<file path="src/rtl/mem_pkg.sv">
// rtl/mem_pkg.sv - shared widths, command type and sequencer states
package mem_pkg;

  localparam int DATA_SIZE  = 8;
  localparam int ADDR_WIDTH = 12;

  typedef struct packed {
    logic                  write;
    logic [ADDR_WIDTH-1:0] addr;
    logic [DATA_SIZE-1:0]  wdata;
  } mem_cmd_t;

  typedef enum logic [2:0] {
    IDLE,
    WRITE,
    RD_ISSUE,
    RD_CAPTURE,
    RSP
  } seq_state_e;

endpackage

</file>
<file path="src/rtl/mem_req_fifo.sv">
// rtl/mem_req_fifo.sv - request FIFO of mem_cmd_t entries with full/empty/count
module mem_req_fifo
  import mem_pkg::*;
#(
  parameter int DEPTH = 4
) (
  input  logic                   clock,
  input  logic                   reset,
  input  logic                   push,
  input  mem_cmd_t               push_data,
  input  logic                   pop,
  output mem_cmd_t               pop_data,
  output logic                   full,
  output logic                   empty,
  output logic [$clog2(DEPTH):0] count
);

  localparam int PW = $clog2(DEPTH);

  mem_cmd_t      entries [DEPTH];
  logic [PW-1:0] wr_ptr;
  logic [PW-1:0] rd_ptr;
  logic          do_push;
  logic          do_pop;

  // A push into a full FIFO is refused even if a pop frees a slot that cycle.
  assign full     = (count == (PW+1)'(DEPTH));
  assign empty    = (count == '0);
  assign do_push  = push && !full;
  assign do_pop   = pop && !empty;
  assign pop_data = entries[rd_ptr];

  always_ff @(posedge clock or posedge reset) begin
    if (reset) begin
      wr_ptr <= '0;
      rd_ptr <= '0;
      count  <= '0;
    end else begin
      if (do_push) wr_ptr <= wr_ptr + PW'(1);
      if (do_pop)  rd_ptr <= rd_ptr + PW'(1);
      case ({do_push, do_pop})
        2'b10:   count <= count + (PW+1)'(1);
        2'b01:   count <= count - (PW+1)'(1);
        default: ;
      endcase
    end
  end

  always_ff @(posedge clock) begin
    if (do_push) entries[wr_ptr] <= push_data;
  end

endmodule

</file>
<file path="src/rtl/mem_req_sequencer.sv">
// rtl/mem_req_sequencer.sv - serialises queued byte read/write requests onto a 4096x8 synchronous memory
module mem_req_sequencer #(
  parameter int DATA_SIZE  = 8,
  parameter int ADDR_WIDTH = 12,
  parameter int FIFO_DEPTH = 4
) (
  input  logic                  clock,
  input  logic                  reset,
  input  logic                  req_valid,
  output logic                  req_ready,
  input  logic                  req_write,
  input  logic [ADDR_WIDTH-1:0] req_addr,
  input  logic [DATA_SIZE-1:0]  req_wdata,
  output logic                  rsp_valid,
  input  logic                  rsp_ready,
  output logic [DATA_SIZE-1:0]  rsp_rdata,
  output logic                  wr_done,
  output logic                  busy,
  output logic                  mem_readEnable,
  output logic                  mem_writeEnable,
  output logic [ADDR_WIDTH-1:0] mem_rwAddr,
  output logic [DATA_SIZE-1:0]  mem_writeData_in,
  input  logic [DATA_SIZE-1:0]  mem_readData_out
);

  import mem_pkg::*;

  seq_state_e                  state;
  seq_state_e                  next_state;
  mem_cmd_t                    fifo_in;
  mem_cmd_t                    fifo_out;
  mem_cmd_t                    cmd;
  logic                        fifo_full;
  logic                        fifo_empty;
  logic                        pop;
  logic [$clog2(FIFO_DEPTH):0] fifo_count;

  assign req_ready = !reset && !fifo_full;
  assign fifo_in   = {req_write, req_addr, req_wdata};

  mem_req_fifo #(.DEPTH(FIFO_DEPTH)) u_fifo (
    .clock     (clock),
    .reset     (reset),
    .push      (req_valid && req_ready),
    .push_data (fifo_in),
    .pop       (pop),
    .pop_data  (fifo_out),
    .full      (fifo_full),
    .empty     (fifo_empty),
    .count     (fifo_count)
  );

  always_ff @(posedge clock or posedge reset) begin
    if (reset) state <= IDLE;
    else       state <= next_state;
  end

  always_comb begin
    next_state = state;
    pop        = 1'b0;
    case (state)
      IDLE: begin
        if (!fifo_empty) begin
          pop        = 1'b1;
          next_state = fifo_out.write ? WRITE : RD_ISSUE;
        end
      end
      WRITE:      next_state = IDLE;
      RD_ISSUE:   next_state = RD_CAPTURE;
      RD_CAPTURE: next_state = RSP;
      RSP:        if (rsp_ready) next_state = IDLE;
      default:    next_state = IDLE;
    endcase
  end

  // Enables are also gated on the latched opcode so they can never coexist.
  assign mem_writeEnable  = (state == WRITE) && cmd.write;
  assign mem_readEnable   = ((state == RD_ISSUE) || (state == RD_CAPTURE)) && !cmd.write;
  assign mem_rwAddr       = cmd.addr;
  assign mem_writeData_in = cmd.wdata;
  assign rsp_valid        = (state == RSP);
  assign busy             = (fifo_count != '0) || (state != IDLE);

  always_ff @(posedge clock or posedge reset) begin
    if (reset) begin
      cmd       <= '0;
      rsp_rdata <= '0;
      wr_done   <= 1'b0;
    end else begin
      if (pop) cmd <= fifo_out;
      wr_done <= (state == WRITE);
      if (state == RD_CAPTURE) rsp_rdata <= mem_readData_out;
    end
  end

endmodule

</file>
<file path="config.mk">
export PLATFORM = sky130hd
export DESIGN_NAME = mem_req_sequencer
export DESIGN_NICKNAME = d
export VERILOG_FILES = /design/src/rtl/mem_pkg.sv /design/src/rtl/mem_req_fifo.sv /design/src/rtl/mem_req_sequencer.sv
export SDC_FILE = /design/constraint.sdc
export NUM_CORES = 1
export LEC_CHECK = 0
export ABC_AREA = 1
export CELL_PAD_IN_SITES_DETAIL_PLACEMENT = 0
export CELL_PAD_IN_SITES_GLOBAL_PLACEMENT = 1
export CORE_ASPECT_RATIO = 0.75
export CORE_MARGIN = 2
export CORE_UTILIZATION = 47
export DETAILED_ROUTE_END_ITERATION = 16
export PLACE_DENSITY_LB_ADDON = 0.1
export SETUP_SLACK_MARGIN = 0.4
export SYNTH_ARGS = -nofsm -noshare
export SYNTH_HDL_FRONTEND = slang
export SYNTH_SLANG_ARGS = --single-unit
</file>
<file path="constraint.sdc">
create_clock -name clock -period 5.49 [get_ports clock]
set_input_delay 0.549 -clock clock [delete_from_list [all_inputs] [get_ports clock]]
set_output_delay 0.549 -clock clock [all_outputs]
set_load 0.005 [all_outputs]
</file>
==> run metrics <==
crit path max fanout=20; Yosys reg bits=124; mux contribution to synthesized area=1.77%; Buf/Inv on CP=3; H-tree Lvls=4; gr usage total=18.5%; first-pass GRT wire length=15.4 mm; I/O pins=67; total negative setup slack=0 ns; FF-to-FF setup slack=3.06 ns; Cell Rows=32; drt first pass iters=4; TritonCTS Buffers=17; Hold Violations, Final=0; HP Start=mem_rwAddr[9]$_DFFE_PP0P_; clock sinks=124; Critical R2R Launch=u_fifo.count[1]$_DFFE_PP0P_; routed vias=3088; CTS resizes=0; drt initial violations=213; slowest cell on the critical path=nor2_2; nets=534; grt total ovfl=0; maxcap violations=0; Max clock buf depth=2; Power Density=576 mW/mm²; Final setup viols=0; Slew @ Worst Pin=1.17 ns; Worst setup SP type=input pin; capturing point of the worst reg2reg path=u_fifo.count[2]$_DFFE_PP0P_; Hold WC Path Type=register to register; CTS Hold Bufs=0; CTS root buf=clkbuf_16; max-slew violation count=0; die height=94.0 µm; YS warnings=0; share of cells above drive strength 1=10.2%; initial antenna violation count=0; Leak=0.00252 µW; synth-to-layout area growth=23.9%; Post-Syn Instances=441; worst hold endpoint=mem_rwAddr[9]$_DFFE_PP0P_; syn_nets=480; Post-Route WL=9.57 mm; via/cell ratio=4.80; CTS tree=built; reg2reg path depth=9; RePlAce Congestion=0.731; syn_area_per_cell=11.5 µm²; Port Buffers=66; maximum clock rate=0.400 GHz; Wirelength per Cell=14.9 µm; Initial Utilization=48.8%; Synth Area in Adders=1.63%; Worst path max stage delay=1.01 ns; DIE AREA=0.0117 mm²; vias in the first global route=3090; largest net degree at the start of global routing=45; fin crit period=2.50 ns; Mapped Area=0.00508 mm²; pre-CTS worst setup slack=2.50 ns; crit path kind=input pin to register; CP cell instances=clkdlybuf4s50_1 > clkinv_1 > nand3_1 > nor2_2 > buf_4; RSZ-0062 raised after global routing=false; Synth Area in Compound Gates=4.85%; sequential fraction of the synthesis area=69.4%; critical path endpoint category=register; Slew headroom=22.0%; Detail Route Antenna Nets=0; Die X=124 µm; skew final=0.00766 ns; Core ar.=0.0104 mm²; simple-gate portion of the synthesized area=15.4%; Peak VDD IR=0.345 mV; Req. time, crit path=5.61 ns; # DRC=0; Worst EP arrival=2.62 ns; outcome=completed; hold path cells=2; Synth Area in XOR/XNOR=0.517%; CTS clk-pin slew, worst paths=0.05 ns; Final Worst Setup Slack=2.99 ns; Clk Latency, worst-skew pair=0.41 ns; Final HPWL DP=5.85 mm; unique cell type count in the Yosys netlist=27; ant diodes=0; CP delay by family, top=simple AND/OR/NAND/NOR gates; final period utilization=45.6%; Setup Buffers After CTS=0; largest family of logic cells by synthesized area=simple AND/OR/NAND/NOR gates
==> where the power goes <==
part,internal [µW],total [µW],switching [µW]
registers,1230,1370,136
clock network,707,1090,382
logic,514,1170,656
==> cells in the mapped netlist <==
| master | instances | area share, % |
|---|---|---|
| nand2_1 | 94 | 6.9 |
| nor2_1 | 90 | 6.7 |
| edfxtp_1 | 84 | 50 |
| dfrtp_1 | 40 | 20 |
| o21ai_0 | 28 | 2.8 |
| buf_4 | 23 | 3.4 |
| inv_1 | 15 | 1.1 |
| o21ai_1 | 15 | 1.5 |
| mux2_2 | 8 | 1.8 |
| buf_2 | 7 | 0.69 |
| nand3_1 | 7 | 0.69 |
| a21oi_1 | 5 | 0.49 |
| ha_1 | 5 | 1.2 |
| buf_6 | 3 | 0.67 |
| clkbuf_1 | 3 | 0.22 |
| nor3_1 | 2 | 0.20 |
| xor2_1 | 2 | 0.35 |
| a31oi_1 | 1 | 0.12 |
| and2_1 | 1 | 0.12 |
| clkbuf_2 | 1 | 0.098 |
| clkinv_4 | 1 | 0.17 |
| fa_1 | 1 | 0.39 |
| inv_4 | 1 | 0.12 |
| nand2_4 | 1 | 0.22 |
| nand3_2 | 1 | 0.20 |
| nor3_4 | 1 | 0.32 |
| xnor2_1 | 1 | 0.17 |
==> flip-flops by register name (all words and copies together), names as in the netlist <==
signal,cells
mem_rwAddr,12
mem_writeData_in,8
u_fifo.wr_ptr,2
u_fifo.entries,84
state,3
u_fifo.count,3
cmd,1
u_fifo.rd_ptr,2
rsp_rdata,8
wr_done,1
==> cell type report <==
type | instances | area (µm²)
fillers | 844 | 4120
repair buffers | 72 | 706
well taps | 136 | 170
clock inverters | 13 | 150
flip-flops and latches | 124 | 3520
clock buffers | 19 | 433
multi-input cells | 263 | 1230
inverters | 17 | 71.3
==> tightest hold or removal path, stage by stage (launching register included) <==
cell,delay [ns]
dfrtp_1,0.34
nand2_1,0.06
nand2_1,0.05
==> metrics by stage <==
| stage | power, µW | utilization (%) | std cells | area [µm²] | hold WS, ns |
|---|---|---|---|---|---|
| 4_1_cts | 3670 | 60.4 | 644 | 6290 | 0.480 |
| 3_5_place_dp | 2570 | 54.8 | 612 | 5710 | 0.465 |
| 2_1_floorplan | 2230 | - | 441 | 5080 | 0.450 |
| 6_report | 3630 | 60.4 | 644 | 6290 | 0.475 |
| 3_3_place_gp | 2550 | 54.8 | 612 | 5710 | 0.462 |
| 5_1_grt | 3900 | 60.4 | 644 | 6290 | 0.505 |
==> worst max-delay path by stage <==
| stage | start | cells past startpoint | slack, ns | endpoint |
|---|---|---|---|---|
| finish | reset | 5 | 2.99 | u_fifo.entries[2][19]$_DFFE_PP_ |
| floorplan | reset | 3 | 2.23 | u_fifo.entries[0][0]$_DFFE_PP_ |
| CTS | reset | 5 | 2.92 | u_fifo.entries[2][19]$_DFFE_PP_ |
| global route | reset | 5 | 2.82 | u_fifo.entries[3][1]$_DFFE_PP_ |
| global placement | reset | 5 | 2.56 | u_fifo.entries[3][1]$_DFFE_PP_ |
| detailed placement | reset | 5 | 2.50 | u_fifo.entries[2][7]$_DFFE_PP_ |
==> placed cells by master, fill, tap and decap left out <==
master           count
nor2_2               4
clkinv_1             2
nand2_4              1
edfxtp_1            84
nand3_2              1
buf_4                6
o21ai_0             28
clkbuf_1             2
nor2_1              86
mux2_2               8
nor3_1               2
a21oi_1              5
nand2_1             94
xnor2_1              1
fa_1                 1
dfrtp_1             40
nand3_1              7
bufinv_16            3
clkinv_2             6
inv_1               14
clkdlybuf4s50_1     66
nor3_4               1
a31oi_1              1
ha_1                 5
clkbuf_16           17
o21ai_1             15
and2_1               1
inv_4                1
clkinv_4             4
xor2_1               2
==> routing by layer <==
| layer | track usage, % | vias to the layer above | wire length (µm) |
|---|---|---|---|
| met1 | 24.4 | 1434 | 4710 |
| met5 | 0 | - | 0 |
| met3 | 6.55 | 15 | 611 |
| met4 | 7.58 | 0 | 150 |
| li1 | - | 1556 | - |
| met2 | 27.9 | 83 | 4100 |
==> cell families after synthesis <==
group                    after synthesis
XOR/XNOR                               3
flip-flops                           124
buffers and inverters                 54
AND/OR/NAND/NOR                      197
adder cells (fa/ha/maj)                6
multiplexers                           8
AO/OA/AOI/OAI                         49
Power figures use the tool's default switching activity.
